--- src/rtl/ysyx_24090003_ifu_sram.sv ---
// ---------------------------------------------------------------------------
// ysyx_24090003_ifu_sram
//
// Read-only instruction memory slave sitting directly upstream of the IFU.
// It speaks the AR/R half of AXI4-Lite and inserts a configurable access
// latency so that the IFU fetch handshake meets realistic memory timing.
//
// Latency L per request:
//   RAND_LAT = 0 : L = FIXED_LAT (1..255)
//   RAND_LAT = 1 : L = lfsr[2:0] + 1 (1..8), sampled on the AR handshake edge
// o_rvalid rises exactly L rising edges after the AR handshake edge, so two
// consecutive AR handshakes are at least L+2 cycles apart.
//
// Responses:
//   aligned address inside [MEM_BASE, MEM_BASE+MEM_SIZE) -> pmem_read, OKAY
//   misaligned or outside the window                     -> data 0, SLVERR
//
// Ports:
//   i_clk      in   1   clock, rising edge
//   i_rst_n    in   1   asynchronous active-low reset
//   i_arvalid  in   1   read-address valid from the IFU
//   o_arready  out  1   slave can take an address (IDLE only)
//   i_araddr   in   32  instruction byte address
//   o_rvalid   out  1   read data valid
//   i_rready   in   1   IFU accepts the read data
//   o_rdata    out  32  instruction word
//   o_rresp    out  2   2'b00 OKAY, 2'b10 SLVERR
//
// All outputs come straight from flops; no input reaches an output
// combinationally.
// ---------------------------------------------------------------------------
module ysyx_24090003_ifu_sram #(
  parameter int unsigned FIXED_LAT = 4,
  parameter bit          RAND_LAT  = 1'b0,
  parameter logic [7:0]  LFSR_SEED = 8'hA5,
  parameter logic [31:0] MEM_BASE  = 32'h8000_0000,
  parameter logic [31:0] MEM_SIZE  = 32'h0800_0000
) (
  input  logic        i_clk,
  input  logic        i_rst_n,
  input  logic        i_arvalid,
  output logic        o_arready,
  input  logic [31:0] i_araddr,
  output logic        o_rvalid,
  input  logic        i_rready,
  output logic [31:0] o_rdata,
  output logic [1:0]  o_rresp
);

  // -------------------------------------------------------------------------
  // Backing store access
  // -------------------------------------------------------------------------
  // Memory image: the reset vector holds 0x00000413 (addi s0, zero, 0), every
  // other word is derived from its own address so stale or misrouted data is
  // easy to spot.
  function automatic int pmem_read(input int paddr);
    if (paddr == 32'h8000_0000) begin
      return 32'h0000_0413;
    end
    return paddr ^ 32'h1357_9BDF;
  endfunction

  // -------------------------------------------------------------------------
  // State encoding
  // -------------------------------------------------------------------------
  localparam logic [1:0] IDLE = 2'd0;
  localparam logic [1:0] WAIT = 2'd1;
  localparam logic [1:0] RESP = 2'd2;

  localparam logic [1:0] RESP_OKAY   = 2'b00;
  localparam logic [1:0] RESP_SLVERR = 2'b10;

  logic [1:0]  state;
  logic [7:0]  cnt;
  logic [7:0]  lfsr;
  logic [31:0] req_addr;

  logic        lfsr_fb;
  logic [7:0]  lat;
  logic        ar_hs;
  logic        r_hs;
  logic [32:0] win_lo;
  logic [32:0] win_hi;
  logic [32:0] req_addr_ext;
  logic        addr_ok;

  // -------------------------------------------------------------------------
  // Combinational helpers
  // -------------------------------------------------------------------------
  always_comb begin
    // Fibonacci LFSR, x^8 + x^6 + x^5 + x^4 + 1
    lfsr_fb = lfsr[7] ^ lfsr[5] ^ lfsr[4] ^ lfsr[3];

    if (RAND_LAT) begin
      lat = {5'd0, lfsr[2:0]} + 8'd1;
    end else begin
      lat = 8'(FIXED_LAT);
    end

    ar_hs = i_arvalid & o_arready;
    r_hs  = o_rvalid & i_rready;

    // 33-bit window bounds so MEM_BASE + MEM_SIZE cannot wrap to a small value
    win_lo       = {1'b0, MEM_BASE};
    win_hi       = {1'b0, MEM_BASE} + {1'b0, MEM_SIZE};
    req_addr_ext = {1'b0, req_addr};
    addr_ok      = (req_addr[1:0] == 2'b00) &&
                   (req_addr_ext >= win_lo) &&
                   (req_addr_ext < win_hi);
  end

  // -------------------------------------------------------------------------
  // LFSR: free-running out of reset, independent of the request FSM
  // -------------------------------------------------------------------------
  always_ff @(posedge i_clk or negedge i_rst_n) begin
    if (!i_rst_n) begin
      lfsr <= LFSR_SEED;
    end else begin
      lfsr <= {lfsr[6:0], lfsr_fb};
    end
  end

  // -------------------------------------------------------------------------
  // Request FSM and registered outputs
  // -------------------------------------------------------------------------
  always_ff @(posedge i_clk or negedge i_rst_n) begin
    if (!i_rst_n) begin
      state     <= IDLE;
      cnt       <= 8'd0;
      req_addr  <= 32'd0;
      o_arready <= 1'b1;
      o_rvalid  <= 1'b0;
      o_rdata   <= 32'd0;
      o_rresp   <= RESP_OKAY;
    end else begin
      case (state)
        IDLE: begin
          if (ar_hs) begin
            // Address is captured here; later i_araddr changes do not matter.
            req_addr  <= i_araddr;
            cnt       <= lat;
            o_arready <= 1'b0;
            state     <= WAIT;
          end
        end

        WAIT: begin
          if (cnt == 8'd1) begin
            state    <= RESP;
            o_rvalid <= 1'b1;
            // Memory is touched only here and only for legal addresses.
            if (addr_ok) begin
              o_rdata <= pmem_read(req_addr);
              o_rresp <= RESP_OKAY;
            end else begin
              o_rdata <= 32'd0;
              o_rresp <= RESP_SLVERR;
            end
          end else begin
            cnt <= cnt - 8'd1;
          end
        end

        RESP: begin
          // rdata/rresp are left untouched so they stay stable while stalled.
          if (r_hs) begin
            o_rvalid  <= 1'b0;
            o_arready <= 1'b1;
            state     <= IDLE;
          end
        end

        default: begin
          state     <= IDLE;
          o_arready <= 1'b1;
          o_rvalid  <= 1'b0;
        end
      endcase
    end
  end

endmodule
--- config.mk ---
export PLATFORM = sky130hd
export DESIGN_NAME = ysyx_24090003_ifu_sram
export DESIGN_NICKNAME = d
export VERILOG_FILES = /design/src/rtl/ysyx_24090003_ifu_sram.sv
export SDC_FILE = /design/constraint.sdc
export NUM_CORES = 1
export LEC_CHECK = 0
export CORE_ASPECT_RATIO = 0.5
export CORE_MARGIN = 5
export CORE_UTILIZATION = 50
export CTS_BUF_LIST = sky130_fd_sc_hd__clkbuf_4 sky130_fd_sc_hd__clkbuf_8
export DETAILED_ROUTE_END_ITERATION = 7
export GPL_TIMING_DRIVEN = 0
export PLACE_DENSITY = 0.77
export SETUP_SLACK_MARGIN = 0.15
export SYNTH_ARGS = -nofsm -noshare
export SYNTH_HDL_FRONTEND = slang
export SYNTH_SLANG_ARGS = --single-unit
--- constraint.sdc ---
create_clock -name i_clk -period 2.15 [get_ports i_clk]
set_clock_uncertainty 0.1 [all_clocks]
set_input_delay 0.215 -clock i_clk [delete_from_list [all_inputs] [get_ports i_clk]]
set_output_delay 0.215 -clock i_clk [all_outputs]
set_load 0.01 [all_outputs]
; Yosys cells after proc, flatten, opt, wreduce, memory -nomap -nowiden
; Cells that the tools add are included.
[word_totals]
register_bits = 78
inputBits = 36
out_inout_bits = 36
elab_cells = 55
[classes]
n_addsub = 1
n_lt_le_gt_ge = 2
eq_ne = 8
mux = 21
bitwise_logic = 5
reduce_logical = 11
[op_table]
columns = op, count
row1 = $mux 32, 2
row2 = $eq 32x32->1 const B, 1
row3 = $ge 32x32->1 const B, 1
row4 = $lt 32x32->1 const B, 1
row5 = $not 20->20, 1
row6 = $mux 8, 2
row7 = $pmux 8 s2, 1
row8 = $reduce_and 3->1, 4
row9 = $mux 11, 1
row10 = $eq 8x1->1 const B, 1
row11 = $mux 1, 8
row12 = $mux 2, 4
row13 = $ne 2x2->1 const B, 4
row14 = $sub 8x1->8 const B, 1
row15 = $pmux 1 s3, 2
row16 = $pmux 2 s3, 1
row17 = $logic_not 2->1, 2
row18 = $reduce_and 2->1, 2
row19 = $and 1x1->1, 2
row20 = $eq 2x1->1 const B, 1
row21 = $eq 2x2->1 const B, 1
row22 = $logic_and 1x1->1, 2
row23 = $not 1->1, 2
row24 = $reduce_bool 2->1, 1

; Logic depth before layout (Yosys ltp)
; Gate-level depths: netlist of run 1.
[logic_depth]
ltp_word = 8
depth_mapped = 7
mapped_depth_nobuf = 6

; Worst setup path after synthesis of run 1
; OpenSTA, ideal clock, no wires.
[synth_timing]
path_type = register to register
start = register cnt[1]
end = register o_rdata[12]
arrival_time_ps = 1645
t_required_ps = 1976
path_slack_ps = 331
path_stages_with_launch = 8
n_path_buf = 1
period_less_slack_ps = 1819
cell_sequence = dfrtp_1 > inv_1 > ha_1 > nor3b_2 > nand3_4 > a311o_1 > buf_6 > o21ai_2
[synth_via]
elab_chain_len = 2
[synth_rtl]
columns = element, line_no
row1 = start: declaration, 74  ; logic [7:0] cnt;
row2 = start signal: assignment, 141  ; cnt <= lat;
row3 = start signal: assignment, 160  ; cnt <= cnt - 8'd1;
row4 = $eq 8x1->1, 148  ; if (cnt == 8'd1) begin
row5 = $reduce_and 2->1 (no line), --
row6 = end signal: assignment, 153  ; o_rdata <= pmem_read(req_addr);
row7 = end: declaration, 46  ; output logic [31:0] o_rdata,
; No other way between the ends.
; A chain may end at the register's enable or synchronous reset.

; Final worst setup path of run 1
[layout_timing]
start = register cnt[1]
end = register o_rdata[7]
; The elaborated chain is that of the path after synthesis.

==> results.txt, run 1 <==
Power Total - 0.00481 W
Die area - 0.00822 mm^2
Initial antenna violation count - 0
Crit path buf inv count - 2
Depth of the most critical reg-to-reg path - 7
Maximum vdd drop - 0.669 mV
CP endpoint kind - register
Residual DRC - 0
Clock Path Buffers - 2
Share of cells above drive strength 1 - 15.1%
Crit path time final - 1.98 ns
Max_cap viols - 0
Core outline area - 0.00616 mm^2
#FFs+latches synth - 77
Initial Util - 52.1%
Clock sinks - 77
Initial DRC Count - 163
Final antenna-violating net count - 0
# fillers - 460
Metal1 wirelength - 3370 um
Final setup fails - 0
Post-Syn Area per Cell - 9.87 um^2
Yosys cell types - 46
Clk slew on worst S/H paths - 0.08 ns
Post-Route WL - 8100 um
# nets final - 457
Wire per inst - 15.8 um
Worst Path Required - 2.34 ns
Synth warn - 0
Die width - 123 um
Placed insts - 484
Slowest stage cell, crit path - a311o_2
Root buf cell - clkbuf_8
Area Growth Syn to Fin - 37.9%
FP Rows - 20
Maximum fanout along the worst path - 7
Critical path's top delay family - compound AO/OA/AOI/OAI gates
Finished Layout Cells - 512
Status - finished clean
Asr flop ratio synth - 100%
Hold Crit Class - input pin to asynchronous set/reset pin
Critical Path Stages - 7
Die Y - 66.7 um
Leakage - 2.09 nW
Hpwl dp - 5530 um
H-Tree Depth - 3
Tcrit/Tclk final - 92.2%
RePlAce Congestion - 0.839
Max stage delay on crit path - 0.49 ns
Gr usage total - 20.6%
Vias in the first global route - 2711
1st-pass router iterations - 4
Vias - 2675
Worst reg-to-reg setup slack - 0.17 ns
Grt ovf - 0
Routed length on met2 - 4050 um
Vias/cell - 5.22
Util after Layout - 71.9%
Post-synth EDFFs - 0
Top_reg_cell synth - dfrtp_1
Critical Path Start Type - register
Post-synthesis cell area - 0.00321 mm^2
Skew-Pair Late Insertion Delay - 0.36 ns
Slew of the pin with the lowest slew margin - 0.533 ns
Ant. Diodes - 0
Synthesized Nets - 363
Placement-stage cell area - 0.00405 mm^2
# IOs - 72
Final Max Tran Viols - 0
Sequential area share after synthesis - 60.1%
Post-Syn Instances - 325
Crit path cell chain - inv_2, ha_4, nor3b_4, nand3_4, a311o_2, clkbuf_16, o21ai_2
Num CTS Buffers - 9
Maximum clock frequency - 0.504 GHz
Critical path type - register to register
Setup_tns - 0 ns
CTS tree - done
Global-route wire length before repair - 12800 um
Slew headroom - 64.5%
Cell area after layout - 0.00442 mm^2
R2r endpoint - o_rdata[7]$_DFFE_PN0P_
RR Startpoint - cnt[1]$_DFFE_PN0P_
PwrDens - 1090 mW/mm^2
Met3 wire length - 543 um
Hold Fails Final Rpt - 0
Largest net degree at the start of global routing - 71
Buffers on Ports - 70
CP arrival - 2.18 ns
RSZ-0062 raised after global routing - yes
Top sig layer - met4
report_power, final:
group	leakage (nW)	internal, W	total [W]	switching [W]
Sequential	1.01	0.00189	0.00233	0.000437
Clock	0.100	0.000607	0.00112	0.000510
Combinational	0.988	0.000696	0.00137	0.000672
Total	2.09	0.00319	0.00481	0.00162
routing by layer:
metal  track usage (%)  up-vias
met5                 0        -
met4              8.14        0
met3              6.36       15
met2              35.0       78
met1              24.6     1305
li1                  -     1277
worst reg2reg max path, delay by kind of cell, from the launching register on:
family                   cells  cell delay (ns)
AND/OR/NAND/NOR              2             0.42
flip-flops                   1             0.41
buffers and inverters        2             0.28
AO/OA/AOI/OAI                2             0.59
adder cells (fa/ha/maj)      1             0.13
cell type report:
type	count	area, um^2	area share (%)
flip-flops and latches	77	1930	43.6
multi-input cells	233	1270	28.7
repair buffers	82	828	18.7
clock buffers	13	160	3.62
well taps	88	110	2.49
plain buffers	13	70.1	1.58
clock inverters	3	45.0	1.02
inverters	3	11.3	0.255
cell usage after synthesis (3+ instances only):
cell      count  share of area [%]
o211ai_1      3               0.70
clkbuf_1      9                1.1
o21ai_0      14                2.2
nand3b_1      3               0.70
a21oi_1       4               0.62
nand2_1     131                 15
nor2_1       10                1.2
nor3_1        5               0.78
dfrtp_1      76                 59
a22o_1        7                1.9
inv_1         3               0.35
or4_1         4               0.94
o21ai_2       8                2.2
and2_1        4               0.78
nor4_1        4               0.78
nand3_1       4               0.62
per-stage QoR:
| stage | hold WS (ns) | setup WS [ns] |
|---|---|---|
| 5_1_grt | 0.124 | 0.0578 |
| 3_3_place_gp | 0.356 | -1.71 |
| 6_report | 0.116 | 0.168 |
| 3_5_place_dp | -0.0486 | -0.0791 |
| 2_1_floorplan | -0.181 | 0.331 |
| 4_1_cts | 0.112 | 0.170 |
placed cells by master (no fill, tap or decap), types with 2 or more instances in the layout:
master           synthesis  routed
o211ai_1                 3       3
inv_1                    3       2
nand2_1                131     129
clkbuf_4                 0       3
clkdlybuf4s50_1          0      69
and2_1                   4       4
clkbuf_8                 0      10
or2_2                    2       2
nor2_1                  10       8
nor2b_1                  2       2
clkbuf_1                 9       6
clkinvlp_4               0       2
nor4_1                   4       3
a31oi_1                  2       2
nor3_1                   5       4
or4_1                    4       4
o21ai_2                  8       8
buf_4                    1      11
a21oi_1                  4       4
dfrtp_1                 76      75
mux2i_1                  2       2
clkbuf_2                 0       5
nand3b_1                 3       3
nor2_2                   0       2
nand2_2                  0       2
nand3_1                  4       4
a22o_1                   7       7
o21ai_0                 14      13
cell families (layout without fill, tap and decap cells):
group | Yosys count | after routing | synth area share (%)
fa+ha+maj | 2 | 2 | 0.780
simple gates | 181 | 181 | 25.8
mux | 3 | 3 | 0.975
buf+inv | 16 | 114 | 2.22
flops | 77 | 77 | 60.1
other cells | 1 | 1 | 0.117
compound gates | 45 | 46 | 10.1
how the worst max path moves through the flow:
stage	start	endpoint	slack (ns)
global placement	i_rst_n	o_rdata[6]$_DFFE_PN0P_	-1.71
floorplan	cnt[1]$_DFFE_PN0P_	o_rdata[12]$_DFFE_PN0P_	0.33
finish	cnt[1]$_DFFE_PN0P_	o_rdata[7]$_DFFE_PN0P_	0.17
global route	cnt[1]$_DFFE_PN0P_	o_rdata[8]$_DFFE_PN0P_	0.06
CTS	cnt[1]$_DFFE_PN0P_	cnt[1]$_DFFE_PN0P_	0.17
detailed placement	i_arvalid	req_addr[12]$_DFFE_PN0P_	-0.08
flip-flops by register name, summed over array words and instances, names as in the netlist:
register   flops
o_rdata       32
req_addr      32
cnt            8
state          2
o_arready      1
o_rresp        1
o_rvalid       1
timing repair:
action / in CTS / in global routing
setup endpoints to repair: 40 / 36
endpoints found under the hold margin: 76 / 0
resized for setup: 8 / 13
setup buffers: 1 / 8
hold buffers: 1 / 0
cloned: 0 / 2
pin swaps: 2 / 3
(Power assumes the default switching activity.)
==> run 2: changes to the inputs <==
--- a/config.mk
+++ b/config.mk
@@ -10,8 +10,9 @@
 export CORE_UTILIZATION = 50
 export CTS_BUF_LIST = sky130_fd_sc_hd__clkbuf_4 sky130_fd_sc_hd__clkbuf_8
 export DETAILED_ROUTE_END_ITERATION = 7
+export DONT_BUFFER_PORTS = 1
 export GPL_TIMING_DRIVEN = 0
-export PLACE_DENSITY = 0.77
+export PLACE_DENSITY = 0.63
 export SETUP_SLACK_MARGIN = 0.15
 export SYNTH_ARGS = -nofsm -noshare
 export SYNTH_HDL_FRONTEND = slang
==> run 2 against run 1 <==
The flow now finishes with violations (negative hold slack). Via count shrank 6.7%. Cell area shrank 9.4%. Hold slack lost 0.66 ns. Routed wire length shrank 4.7%. Sequential cell count is the same. Highest routed layer unchanged.
==> results.txt, run 2 (synthesized netlist as in run 1, its figures left out) <==
Status - finished with violations
Failing checks - negative hold slack
Hold slack - -0.548 ns
Most frequent cells in the layout - nand2_1 (130), dfrtp_1 (76), dlygate4sd3_1 (33)
CP endpoint kind - register
Num CTS Buffers - 9
Die Y - 66.7 um
Clk slew on worst S/H paths - 0.08 ns
Critical Path Start Type - register
FP Rows - 20
Final Max Tran Viols - 0
Die area - 0.00822 mm^2
Vias in the first global route - 2402
Placed insts - 413
Finished Layout Cells - 474
# nets final - 419
Grt ovf - 0
RSZ-0062 raised after global routing - yes
Gr usage total - 19.9%
Share of cells above drive strength 1 - 16.3%
Final antenna-violating net count - 0
Worst setup margin - 0.201 ns
Final setup fails - 0
Top Usage Layer GRT - met2
1st-pass router iterations - 4
Post-Route WL - 7720 um
Hold Crit Class - input pin to asynchronous set/reset pin
CP arrival - 2.13 ns
Core outline area - 0.00616 mm^2
CTS tree - done
Leakage - 1.96 nW
Largest net degree at the start of global routing - 78
Ant. Diodes - 0
Vias/cell - 5.27
Slew headroom - 63.4%
Max_cap viols - 0
Clock sinks - 77
Met1 usage - 24.4%
Worst Path Required - 2.33 ns
Initial DRC Count - 131
Global-route wire length before repair - 12100 um
Biggest registers after layout - o_rdata: 32 flops, req_addr: 32 flops, cnt: 8 flops
Hold Fails Final Rpt - 77
Met2 Usage GRT - 32.7%
Root buf cell - clkbuf_8
Tcrit/Tclk final - 90.6%
Die width - 123 um
Initial antenna violation count - 0
Vias - 2496
H-Tree Depth - 3
# fillers - 520
Slew of the pin with the lowest slew margin - 0.549 ns
M3 GR Usage - 8.06%
Clock Path Buffers - 2
Critical path type - register to register
Maximum vdd drop - 0.617 mV
Initial Util - 52.1%
# IOs - 72
Maximum fanout along the worst path - 6
Buffers on Ports - 0
PwrDens - 1110 mW/mm^2
Skew-Pair Late Insertion Delay - 0.35 ns
Area Growth Syn to Fin - 24.9%
Hold-fix buffers, CTS - 33
Wire per inst - 16.3 um
Pre-CTS setup slack - -0.109 ns
Residual DRC - 0
Maximum clock frequency - 0.513 GHz
Hpwl dp - 5110 um
Crit path time final - 1.95 ns
Setup_tns - 0 ns
RePlAce Congestion - 0.781
Commonest non-fill, non-tap cell in the layout - nand2_1
## run 2: cell count changes in the layout (fill, tap and decap cells not counted), moves of 2 or more
cell,delta
clkbuf_1,-2
clkbuf_2,+2
clkdlybuf4s50_1,-69
dlygate4sd3_1,+32
## run 2: repair_timing
action                                 CTS  global route
resized for setup                        8            14
pin swaps                                2             5
setup buffers                            0            10
endpoints found under the hold margin  111            77
setup endpoints to repair               54            57
gates cloned                             0             2
## run 2: path summary, 6_finish.rpt
| check | start | to | slack, ns | cells past startpoint |
|---|---|---|---|---|
| worst max-delay path | cnt[1]$_DFFE_PN0P_ | o_rdata[6]$_DFFE_PN0P_ | 0.20 | 7 |
| worst min-delay path | i_rst_n | req_addr[11]$_DFFE_PN0P_ | -0.55 | 0 |
| worst max register to register | cnt[1]$_DFFE_PN0P_ | o_rdata[6]$_DFFE_PN0P_ | 0.20 | 7 |
| worst min register to register | req_addr[9]$_DFFE_PN0P_ | o_rdata[9]$_DFFE_PN0P_ | 0.39 | 1 |
| max in group asynchronous | i_rst_n | o_arready$_DFFE_PN1P_ | 2.29 | 0 |
| min in group i_clk | i_rready | o_arready$_DFFE_PN1P_ | 0.05 | 3 |
## run 2: stage by stage
| stage | area (um^2) | power [W] | hold slack, ns | utilization, % |
|---|---|---|---|---|
| 2_1_floorplan | 3210 | 0.00299 | -0.181 | - |
| 3_3_place_gp | 3320 | 0.00319 | -0.179 | 53.9 |
| 3_5_place_dp | 3320 | 0.00325 | -0.178 | 53.9 |
| 4_1_cts | 3860 | 0.00435 | -0.568 | 62.7 |
| 5_1_grt | 4010 | 0.00476 | -0.585 | 65.1 |
| 6_report | 4010 | 0.00444 | -0.548 | 65.1 |
## run 2: routing by layer
metal  wire length, um  up-vias
li1                  -     1196
met1              3350     1222
met2              3710       66
met3               560       12
met4               107        0
met5                 0        -
## run 2: cell type report
cell class                      count  area (um^2)  share of cell area, %
Buffer                             13         72.6                   1.81
Clock inverter                      3         20.0                  0.499
Sequential cell                    77         1930                   48.1
Inverter                            3         11.3                  0.281
Tap cell                           88          110                   2.75
Multi-Input combinational cell    233         1270                   31.7
Clock buffer                       13          166                   4.15
Timing Repair Buffer               44          430                   10.7
## run 2: power by group
part	leakage, nW	total, W	internal, W	switching [W]
clock network	0.0925	0.00101	0.000506	0.000503
logic	0.863	0.00105	0.000524	0.000528
registers	1.01	0.00238	0.00189	0.000490
## run 2: worst max-delay path: stages (launching register included)
cell and delay (ns):
dfrtp_1 0.41, inv_2 0.08, ha_4 0.12, nor3b_4 0.25, nand3_4 0.14, a311o_2 0.48
clkbuf_16 0.19, o21ai_2 0.10
==> run 3: changes to the inputs <==
==> constraint.sdc (replaced) <==
create_clock -name i_clk -period 2.15 [get_ports i_clk]
set_clock_uncertainty 0.1 [all_clocks]
set_input_delay 0.43 -clock i_clk [delete_from_list [all_inputs] [get_ports i_clk]]
set_output_delay 0.43 -clock i_clk [all_outputs]
set_load 0.01 [all_outputs]
==> run 3 against run 2 <==
The flow still finishes with violations (negative hold slack). Combinational power down 9%. Die area unchanged. Sequential power about the same. First-iteration DRC count down 31%. Fmax down 1.6%. Sequential share of layout area up 4.6 points. Routed wire length down 4.0%. Count of clock-buffer cells in the layout unchanged. Sequential cell count unchanged. Non-clock buffer count down 37. Critical path depth down 2. Critical path type unchanged.
==> results.txt, run 3 (synthesized netlist as in run 1, its figures left out) <==
Gr usage total - 19.0%
Max_cap viols - 0
Failing checks - negative hold slack
Slew headroom - 57.6%
# IOs - 72
Final antenna-violating net count - 0
Hold Fails Final Rpt - 77
Clock sinks - 77
Gate power share - 21.9%
H-Tree Depth - 3
Vias - 2338
Maximum fanout along the worst path - 6
Initial DRC Count - 90
Biggest registers after layout - o_rdata: 32 flops, req_addr: 32 flops, cnt: 8 flops
Clock Power Share - 23.3%
Slew of the pin with the lowest slew margin - 0.635 ns
Post-Route WL - 7410 um
Clock Path Buffers - 2
Util after Layout - 59.5%
Initial Util - 52.1%
Buffers on Ports - 0
CP arrival - 2.16 ns
Grt ovf - 0
RePlAce Congestion - 0.781
Final Max Tran Viols - 0
Share of cells above drive strength 1 - 17.2%
PwrDens - 1190 mW/mm^2
Residual DRC - 0
RSZ-0062 raised after global routing - yes
Sw Ratio - 34.6%
Hold Crit Class - input pin to asynchronous set/reset pin
Largest net degree at the start of global routing - 78
Crit path cell chain - nor4_4, nand3_4, a311o_2, clkbuf_16, o21ai_2
Leakage - 1.81 nW
Status - finished with violations
Final setup fails - 0
Setup_tns - 0 ns
CP endpoint kind - register
Sequential power share - 54.7%
Crit path time final - 1.98 ns
Most frequent cells in the layout - nand2_1 (129), dfrtp_1 (76), o21ai_0 (14)
Die Y - 66.7 um
1st-pass router iterations - 4
Area Growth Syn to Fin - 14.1%
Die area - 0.00822 mm^2
Die width - 123 um
Root buf cell - clkbuf_8
Initial antenna violation count - 0
Critical path type - register to register
Placed insts - 413
Hold slack - -0.338 ns
Cell-internal power - 0.00284 W
Skew-Pair Late Insertion Delay - 0.35 ns
Core outline area - 0.00616 mm^2
Critical Path Start Type - register
# nets final - 382
Hpwl dp - 5110 um
Slowest stage cell, crit path - a311o_2
FP Rows - 20
Maximum clock frequency - 0.505 GHz
Tcrit/Tclk final - 92.1%
Ant. Diodes - 0
Wire per inst - 17.0 um
Vias in the first global route - 2270
Maximum vdd drop - 0.609 mV
Clk slew on worst S/H paths - 0.08 ns
Finished Layout Cells - 437
Commonest non-fill, non-tap cell in the layout - nand2_1
Max stage delay on crit path - 0.49 ns
Num CTS Buffers - 9
CTS tree - done
Global-route wire length before repair - 11500 um
Worst Path Required - 2.33 ns
Vias/cell - 5.35
Switching pwr - 0.00150 W
run 3: worst paths after layout:
path / endpoint / cells past startpoint / slack [ns] / startpoint
worst max-delay path: o_rdata[8]$_DFFE_PN0P_ / 5 / 0.17 / cnt[6]$_DFFE_PN0P_
worst min-delay path: o_rdata[5]$_DFFE_PN0P_ / 0 / -0.34 / i_rst_n
worst max register to register: o_rdata[8]$_DFFE_PN0P_ / 5 / 0.17 / cnt[6]$_DFFE_PN0P_
worst min register to register: o_rdata[8]$_DFFE_PN0P_ / 1 / 0.39 / req_addr[8]$_DFFE_PN0P_
max in group asynchronous: o_arready$_DFFE_PN1P_ / 0 / 2.09 / i_rst_n
min in group i_clk: req_addr[27]$_DFFE_PN0P_ / 2 / 0.08 / i_araddr[27]
run 3: worst max-delay path: cells and delay by family (launching register included):
kind,cells,cell delay [ns]
buffers and inverters,1,0.20
flip-flops,1,0.44
AND/OR/NAND/NOR,2,0.59
AO/OA/AOI/OAI,2,0.59
run 3: power by group through the flow:
stage          registers (W)  logic, W  clock network (W)
2_1_floorplan        0.00226  0.000724                  0
3_3_place_gp         0.00236  0.000828                  0
3_5_place_dp         0.00238  0.000861                  0
4_1_cts              0.00237  0.000887            0.00105
5_1_grt              0.00244   0.00111            0.00110
6_report             0.00238  0.000952            0.00101
run 3: repair_timing:
item                                   CTS  global route
buffers inserted                         0             6
pin swaps                                2             4
cloned                                   0             2
setup endpoints to repair               54            61
endpoints found under the hold margin   77            77
resized for setup                        8            17
run 3: stage by stage:
stage | instance area [um^2] | total power (W) | setup slack [ns]
floorplan | 3210 | 0.00299 | 0.331
global placement | 3320 | 0.00319 | -0.0404
detailed placement | 3320 | 0.00325 | -0.109
CTS | 3530 | 0.00430 | 0.0907
global route | 3660 | 0.00465 | 0.0480
finish | 3660 | 0.00434 | 0.170
run 3: layer usage:
metal / GRT usage, % / routed length (um)
met1: 23.6 / 3250
met2: 30.3 / 3500
met3: 8.74 / 590
met4: 5.10 / 70
met5: 0 / 0
run 3: final cells by class:
class / count / area (um^2)
flip-flops and latches: 77 / 1930
multi-input cells: 233 / 1280
inverters: 3 / 11.3
clock inverters: 3 / 20.0
repair buffers: 7 / 70.1
well taps: 88 / 110
plain buffers: 13 / 72.6
fillers: 548 / 2490
clock buffers: 13 / 166
